`src/rtl/rssi_pkg.sv`:
```
// rssi_pkg: shared types and default widths for the RSSI power accumulator.
//   IQ_W_DEF  - default signed I/Q sample width
//   ACC_W_DEF - default power accumulator width (at least 2*IQ_W)
//   CNT_W_DEF - default sample-counter width (matches the window tick counter)
//   rssi_result_t - one committed window result
//   rssi_state_e  - accumulator control state
package rssi_pkg;

    localparam int IQ_W_DEF  = 16;
    localparam int ACC_W_DEF = 48;
    localparam int CNT_W_DEF = 21;

    typedef struct packed {
        logic [ACC_W_DEF-1:0]    pwr_sum;
        logic [2*IQ_W_DEF-1:0]   pwr_peak;
        logic [CNT_W_DEF-1:0]    smp_cnt;
        logic                    sat;
    } rssi_result_t;

    // IDLE: no window closed since reset; RUN: every window end commits.
    typedef enum logic {
        IDLE = 1'b0,
        RUN  = 1'b1
    } rssi_state_e;

endpackage

```
`src/rtl/rssi_pwr_calc.sv`:
```
// rssi_pwr_calc: two-stage instantaneous power pipeline, pwr = I^2 + Q^2.
//   clk, rst          - clock, asynchronous active-high reset
//   in_valid          - in_i / in_q valid this cycle
//   in_i, in_q        - signed samples
//   in_load           - side-band strobe delayed alongside the data
//   out_valid/out_pwr - qualified power, 2 cycles after the input
//   out_load          - in_load delayed by 2 cycles
module rssi_pwr_calc
    import rssi_pkg::*;
#(
    parameter int IQ_W = IQ_W_DEF
) (
    input  logic              clk,
    input  logic              rst,
    input  logic              in_valid,
    input  logic [IQ_W-1:0]   in_i,
    input  logic [IQ_W-1:0]   in_q,
    input  logic              in_load,
    output logic              out_valid,
    output logic [2*IQ_W-1:0] out_pwr,
    output logic              out_load
);

    localparam int PWR_W = 2 * IQ_W;
    // A square of a signed IQ_W value never exceeds 2^(2*IQ_W-2), so one bit less than PWR_W suffices.
    localparam int SQ_W  = 2 * IQ_W - 1;

    logic signed [PWR_W-1:0] i_ext_s, q_ext_s;
    logic signed [PWR_W-1:0] i_prod_s, q_prod_s;

    logic             v1_d, v1_q;
    logic             ld1_d, ld1_q;
    logic [SQ_W-1:0]  i_sq_d, i_sq_q;
    logic [SQ_W-1:0]  q_sq_d, q_sq_q;
    logic             v2_d, v2_q;
    logic             ld2_d, ld2_q;
    logic [PWR_W-1:0] pwr_d, pwr_q;

    // Stage 1 and stage 2 next-state: squares, then their sum; data zeroed when not valid.
    always_comb begin
        i_ext_s  = {{IQ_W{in_i[IQ_W-1]}}, in_i};
        q_ext_s  = {{IQ_W{in_q[IQ_W-1]}}, in_q};
        i_prod_s = i_ext_s * i_ext_s;
        q_prod_s = q_ext_s * q_ext_s;
        v1_d     = in_valid;
        ld1_d    = in_load;
        if (in_valid) begin
            i_sq_d = i_prod_s[SQ_W-1:0];
            q_sq_d = q_prod_s[SQ_W-1:0];
        end else begin
            i_sq_d = '0;
            q_sq_d = '0;
        end
        v2_d  = v1_q;
        ld2_d = ld1_q;
        pwr_d = {1'b0, i_sq_q} + {1'b0, q_sq_q};
    end

    // Pipeline registers.
    always_ff @(posedge clk or posedge rst) begin
        if (rst) begin
            v1_q   <= 1'b0;
            ld1_q  <= 1'b0;
            i_sq_q <= '0;
            q_sq_q <= '0;
            v2_q   <= 1'b0;
            ld2_q  <= 1'b0;
            pwr_q  <= '0;
        end else begin
            v1_q   <= v1_d;
            ld1_q  <= ld1_d;
            i_sq_q <= i_sq_d;
            q_sq_q <= q_sq_d;
            v2_q   <= v2_d;
            ld2_q  <= ld2_d;
            pwr_q  <= pwr_d;
        end
    end

    assign out_valid = v2_q;
    assign out_pwr   = pwr_q;
    assign out_load  = ld2_q;

endmodule

```
`src/rtl/rssi_accum.sv`:
```
// rssi_accum: per-window RSSI power sum / peak / sample count with a
// valid/ack result register.
//   clk_15p36, reset_15p36    - clock, asynchronous active-high reset
//   sample_valid, sample_i/q  - baseband samples
//   rssi_load                 - window-end pulse (closes the window incl. this cycle's sample)
//   rssi_ack                  - result consumed
//   rssi_valid                - result held and not yet consumed
//   rssi_pwr_sum/peak/smp_cnt - closed window sum, maximum, sample count
//   rssi_sat                  - accumulator or counter saturated in that window
//   rssi_overrun              - sticky: result overwritten before it was acked
module rssi_accum
    import rssi_pkg::*;
#(
    parameter int IQ_W  = IQ_W_DEF,
    parameter int ACC_W = ACC_W_DEF,
    parameter int CNT_W = CNT_W_DEF
) (
    input  logic              clk_15p36,
    input  logic              reset_15p36,
    input  logic              sample_valid,
    input  logic [IQ_W-1:0]   sample_i,
    input  logic [IQ_W-1:0]   sample_q,
    input  logic              rssi_load,
    input  logic              rssi_ack,
    output logic              rssi_valid,
    output logic [ACC_W-1:0]  rssi_pwr_sum,
    output logic [2*IQ_W-1:0] rssi_pwr_peak,
    output logic [CNT_W-1:0]  rssi_smp_cnt,
    output logic              rssi_sat,
    output logic              rssi_overrun
);

    localparam int PWR_W = 2 * IQ_W;

    logic             pwr_valid_s;
    logic [PWR_W-1:0] pwr_s;
    logic             load_d2_s;

    rssi_pwr_calc #(
        .IQ_W (IQ_W)
    ) u_pwr_calc (
        .clk       (clk_15p36),
        .rst       (reset_15p36),
        .in_valid  (sample_valid),
        .in_i      (sample_i),
        .in_q      (sample_q),
        .in_load   (rssi_load),
        .out_valid (pwr_valid_s),
        .out_pwr   (pwr_s),
        .out_load  (load_d2_s)
    );

    rssi_state_e      state_d, state_q;
    logic [ACC_W-1:0] acc_d, acc_q;
    logic [PWR_W-1:0] peak_d, peak_q;
    logic [CNT_W-1:0] cnt_d, cnt_q;
    logic             sat_d, sat_q;

    logic             valid_d, valid_q;
    logic [ACC_W-1:0] o_sum_d, o_sum_q;
    logic [PWR_W-1:0] o_peak_d, o_peak_q;
    logic [CNT_W-1:0] o_cnt_d, o_cnt_q;
    logic             o_sat_d, o_sat_q;
    logic             overrun_d, overrun_q;

    // Window totals including this cycle's in-flight sample; used both to
    // accumulate and to commit, so the closing sample is never lost.
    logic [ACC_W:0]   acc_sum_s;
    logic [ACC_W-1:0] acc_upd_s;
    logic [CNT_W-1:0] cnt_upd_s;
    logic [PWR_W-1:0] peak_upd_s;
    logic             sat_upd_s;
    logic             commit_s;

    // Saturating accumulate of the current sample into the window totals.
    always_comb begin
        acc_sum_s  = {1'b0, acc_q} + {{(ACC_W + 1 - PWR_W){1'b0}}, pwr_s};
        acc_upd_s  = acc_q;
        cnt_upd_s  = cnt_q;
        peak_upd_s = peak_q;
        sat_upd_s  = sat_q;
        if (pwr_valid_s) begin
            if (acc_sum_s[ACC_W]) begin
                acc_upd_s = '1;
                sat_upd_s = 1'b1;
            end else begin
                acc_upd_s = acc_sum_s[ACC_W-1:0];
            end
            if (&cnt_q) begin
                cnt_upd_s = cnt_q;
                sat_upd_s = 1'b1;
            end else begin
                cnt_upd_s = cnt_q + {{(CNT_W - 1){1'b0}}, 1'b1};
            end
            if (pwr_s > peak_q) begin
                peak_upd_s = pwr_s;
            end else begin
                peak_upd_s = peak_q;
            end
        end else begin
            acc_upd_s  = acc_q;
            cnt_upd_s  = cnt_q;
            peak_upd_s = peak_q;
            sat_upd_s  = sat_q;
        end
    end

    // Control: window close/discard, result commit and valid/ack/overrun handshake.
    always_comb begin
        state_d   = state_q;
        acc_d     = acc_upd_s;
        cnt_d     = cnt_upd_s;
        peak_d    = peak_upd_s;
        sat_d     = sat_upd_s;
        valid_d   = valid_q;
        o_sum_d   = o_sum_q;
        o_peak_d  = o_peak_q;
        o_cnt_d   = o_cnt_q;
        o_sat_d   = o_sat_q;
        overrun_d = overrun_q;
        commit_s  = 1'b0;

        case (state_q)
            IDLE: begin
                // First window after reset is partial: drop it without a result.
                if (load_d2_s) begin
                    state_d = RUN;
                end else begin
                    state_d = IDLE;
                end
            end
            RUN: begin
                state_d  = RUN;
                commit_s = load_d2_s;
            end
            default: begin
                state_d = IDLE;
            end
        endcase

        if (load_d2_s) begin
            acc_d  = '0;
            cnt_d  = '0;
            peak_d = '0;
            sat_d  = 1'b0;
        end else begin
            acc_d  = acc_upd_s;
            cnt_d  = cnt_upd_s;
            peak_d = peak_upd_s;
            sat_d  = sat_upd_s;
        end

        // A commit beats a coincident ack; it only counts as an overrun
        // when the previous result is still unconsumed and not acked now.
        if (commit_s) begin
            valid_d   = 1'b1;
            o_sum_d   = acc_upd_s;
            o_peak_d  = peak_upd_s;
            o_cnt_d   = cnt_upd_s;
            o_sat_d   = sat_upd_s;
            overrun_d = ~rssi_ack & (valid_q | overrun_q);
        end else if (rssi_ack && valid_q) begin
            valid_d   = 1'b0;
            overrun_d = 1'b0;
        end else begin
            valid_d   = valid_q;
            overrun_d = overrun_q;
        end
    end

    // Window state and result registers.
    always_ff @(posedge clk_15p36 or posedge reset_15p36) begin
        if (reset_15p36) begin
            state_q   <= IDLE;
            acc_q     <= '0;
            cnt_q     <= '0;
            peak_q    <= '0;
            sat_q     <= 1'b0;
            valid_q   <= 1'b0;
            o_sum_q   <= '0;
            o_peak_q  <= '0;
            o_cnt_q   <= '0;
            o_sat_q   <= 1'b0;
            overrun_q <= 1'b0;
        end else begin
            state_q   <= state_d;
            acc_q     <= acc_d;
            cnt_q     <= cnt_d;
            peak_q    <= peak_d;
            sat_q     <= sat_d;
            valid_q   <= valid_d;
            o_sum_q   <= o_sum_d;
            o_peak_q  <= o_peak_d;
            o_cnt_q   <= o_cnt_d;
            o_sat_q   <= o_sat_d;
            overrun_q <= overrun_d;
        end
    end

    assign rssi_valid    = valid_q;
    assign rssi_pwr_sum  = o_sum_q;
    assign rssi_pwr_peak = o_peak_q;
    assign rssi_smp_cnt  = o_cnt_q;
    assign rssi_sat      = o_sat_q;
    assign rssi_overrun  = overrun_q;

endmodule

```
`config.mk`:
```
export PLATFORM = sky130hd
export DESIGN_NAME = rssi_accum
export DESIGN_NICKNAME = d
export VERILOG_FILES = /design/src/rtl/rssi_pkg.sv /design/src/rtl/rssi_pwr_calc.sv /design/src/rtl/rssi_accum.sv
export SDC_FILE = /design/constraint.sdc
export NUM_CORES = 2
export LEC_CHECK = 0
export CORE_MARGIN = 2
export CORE_UTILIZATION = 50
export DETAILED_ROUTE_END_ITERATION = 12
export HOLD_SLACK_MARGIN = 0.08
export PLACE_DENSITY = 0.69
export SYNTH_ARGS = -nofsm -noshare
export SYNTH_HDL_FRONTEND = slang
export SYNTH_HIERARCHICAL = 1
export SYNTH_SLANG_ARGS = --single-unit
```
`constraint.sdc`:
```
create_clock -name clk_15p36 -period 9.51 [get_ports clk_15p36]
set_input_delay 1.4265 -clock clk_15p36 [delete_from_list [all_inputs] [get_ports clk_15p36]]
set_output_delay 1.4265 -clock clk_15p36 [all_outputs]
set_load 0.01 [all_outputs]
```
==> results.sh <==
export IMPL_grt_pass1_wl_um=120000
export IMPL_fin_nets=4262
export IMPL_die_area_sq_um=66200
export IMPL_async_flop_share_pct=100
export IMPL_antenna_diode_count=0
export IMPL_drive_above_1_share_pct=3.80
export IMPL_synth_top_area_share_pct=28.6
export IMPL_r2r_end="rssi_pwr_sum[4]"
export IMPL_syn_nets=4167
export IMPL_antenna_left=0
export IMPL_synth_largest_area_cell="fa_1"
export IMPL_worstHoldEndpoint="u_pwr_calc/out_valid"
export IMPL_path_clk_slew_ps=60
export IMPL_clock_path_buffers=3
export IMPL_synthFlopType="dfrtp_1"
export IMPL_crit_path_end_kind="flip-flop"
export IMPL_wl_per_cell_um=16.2
export IMPL_synthTopCellsByArea="fa_1 29%, dfrtp_1 24%, ha_1 10%, inv_1 8.1%, nand2_1 3.8%"
export IMPL_final_setup_viol_count=0
export IMPL_grt_max_degree=110
export IMPL_holdWs_ps=348
export IMPL_cp_start_kind="input pin"
export IMPL_crit_top_cell="fa_1"
export IMPL_grtUsageMet1_pct=28.3
export IMPL_synth_most_common_cell="inv_1"
export IMPL_worst_ep_required_time_ps=9890
export IMPL_relSlewSlack_pct=34.9
export IMPL_synthesis_area_sq_um=32100
export IMPL_grt_busiest_layer="met2"
export IMPL_grt_pass1_vias=24327
export IMPL_cts_setup_buffers=0
export IMPL_cts_sinks=303
export IMPL_dr_pass1_iters=7
export IMPL_r2r_setup_slack_ps=5690
export IMPL_min_period_over_period_pct=81.2
export IMPL_clock_latency_ps=540
export IMPL_critical_path_max_stage_delay_ps=780
export IMPL_vias=22856
export IMPL_die_w_um=257
export IMPL_die_y_um=257
export IMPL_first_iter_violations=1231
export IMPL_crit_type="input pin to flip-flop"
export IMPL_seq_area_frac_synth_pct=23.6
export IMPL_hold_path_class="flip-flop to flip-flop"
export IMPL_fin_area_sq_um=35500
export IMPL_drv_slew=0
export IMPL_drt_total_wl_um=70700
export IMPL_ios=141
export IMPL_vias_per_cell=5.23
export IMPL_route_detailed_drc=0
export IMPL_synth_common_cells="696 x inv_1, 459 x fa_1, 325 x nand2_1"
export IMPL_gp_routability_congestion=0.936
export IMPL_crit_chain="clkdlybuf4s50_1 -> clkinv_1 -> nor2_1 -> ha_1 -> xor2_1 -> fa_1 -> fa_1 -> inv_1 -> fa_1 -> fa_1 -> inv_1 -> fa_1 -> inv_1 -> ha_1 -> and3_1 -> nand2_1 -> o41a_1 -> o211ai_2 -> a211oi_1 -> a211o_1 -> xnor2_1 -> nor2_1"
export IMPL_fin_skew_ps=21.6
export IMPL_core_sq_um=63300
export IMPL_nFillCells=5686
export IMPL_yosys_warnings=6
export IMPL_hold_depth=0
export IMPL_htreeDepth=2
export IMPL_use_met3_pct=1.98
export IMPL_path_max_fanout=10
export IMPL_syn_inst=3406
export IMPL_place_hpwl_um=57300
export IMPL_dpl_cell_area_sq_um=34300
export IMPL_holdCritStartpoint="u_pwr_calc/v1_q"
export IMPL_grtUsageTotal_pct=22.3
export IMPL_synth_edf_count=0
export IMPL_worst_pin_slew_ps=977
export IMPL_tritoncts="built"
export IMPL_rsz0062_at_grt="false"
export IMPL_regToRegStartpoint="u_pwr_calc/out_pwr[22]"
export IMPL_grt_overflow=0
export IMPL_path_buf_inv=5
export IMPL_setup_tns_ps=0
export IMPL_clock_fmax_mhz=129
export IMPL_yosysUniqueCellTypes=87
export IMPL_hold_viol_final=0
export IMPL_fin_crit_ps=7730
export IMPL_status="completed"
export IMPL_cts_resized=0
export IMPL_numPortBuffers=140
export IMPL_start_util_pct=50.7
export IMPL_cp_top_family="adder cells"
export IMPL_holdBufCountCts=0
export IMPL_cpMaxStageDelayCell="clkdlybuf4s50_1"
export IMPL_antenna_found_initial=0
export IMPL_cts_root_buf="clkbuf_16"
export IMPL_area_growth_pct=10.6
export IMPL_rr_worst_depth=9
export IMPL_cts_buffers=35
export IMPL_num_rows=92
export IMPL_arrival_ps=8110
export IMPL_avgSynthCellArea_sq_um=9.42
export IMPL_synth_seq_cells=303
export IMPL_use_met2_pct=40.9
export IMPL_maxCapViolations=0
==> cells by family (layout without fill, tap and decap cells) <==
group / after synthesis / count (layout) / share of synthesized area [%]
simple gates: 912 / 912 / 12.8
buf+inv: 808 / 929 / 9.59
fa+ha+maj: 724 / 724 / 39.0
compound gates: 464 / 464 / 9.52
flops: 303 / 303 / 23.6
xor+xnor: 144 / 144 / 3.93
mux: 51 / 51 / 1.60
==> layout make-up <==
cell class / instances / area [sq um] / area share [%]
sequential: 303 / 7590 / 21.4
clock buffer: 46 / 987 / 2.78
inverter: 701 / 2640 / 7.44
timing repair buffer: 165 / 1590 / 4.48
multi-input combinational: 2295 / 21500 / 60.4
clock inverter: 17 / 178 / 0.501
tap: 846 / 1060 / 2.98
==> flip-flops by register name, summed over array words and instances, names as in the netlist, 21 cells and up <==
register / count
acc_q: 48
cnt_q: 21
peak_q: 32
rssi_pwr_peak: 32
rssi_pwr_sum: 48
rssi_smp_cnt: 21
u_pwr_calc/i_sq_q: 30
u_pwr_calc/out_pwr: 32
u_pwr_calc/q_sq_q: 30
==> worst register-to-register path: cells and delay by family, from the launching register on <==
kind | cells | cell delay, ps
AO/OA/AOI/OAI | 3 | 1520
AND/OR/NAND/NOR | 5 | 1310
flip-flops | 1 | 460
adder cells (fa/ha/maj) | 1 | 440
==> metrics by stage <==
step	util, %	cells	worst slack [ps]
finish	56.1	4373	1780
global route	56.1	4373	1400
CTS	56.1	4373	1820
detailed placement	54.2	4310	1260
global placement	54.2	4310	1440
floorplan	-	3406	2300
==> how the worst max path moves through the flow <==
stage                            start                     to  slack (ps)  cells past startpoint
after global placement    sample_i[12]  u_pwr_calc/i_sq_q[30]        1440                     22
after detailed placement  sample_i[12]  u_pwr_calc/i_sq_q[30]        1260                     22
final                     sample_i[12]  u_pwr_calc/i_sq_q[30]        1780                     22
after CTS                 sample_i[12]  u_pwr_calc/i_sq_q[30]        1820                     22
after global routing       sample_i[1]  u_pwr_calc/i_sq_q[28]        1400                     20
after floorplan           sample_q[15]  u_pwr_calc/q_sq_q[27]        2300                     23
==> metal layers <==
metal | vias up | wire, um
met5 | - | 0
met2 | 383 | 37000
met1 | 11474 | 29800
li1 | 10900 | -
met3 | 99 | 2280
met4 | 0 | 1620
==> layout by cell type (no fill, tap or decap), types with 10 or more instances in the layout <==
cell type,count
inv_1,694
fa_1,459
nand2_1,324
dfrtp_1,301
nor2_1,293
ha_1,265
clkdlybuf4s50_1,140
o21ai_0,123
a21oi_1,115
xnor2_1,84
and2_1,69
a21o_1,60
xor2_1,60
nor3_1,57
mux2i_1,49
nand3_1,37
clkbuf_16,35
nand4_1,32
o31ai_1,31
and3_1,26
buf_4,25
nand2b_1,23
a211oi_1,23
o21a_1,13
a31oi_1,12
nor2b_1,12
o21bai_1,10
Power is left out: the tool's default activity adds up to more than one toggle a clock period on the data nets, which glitch-free logic cannot reach.
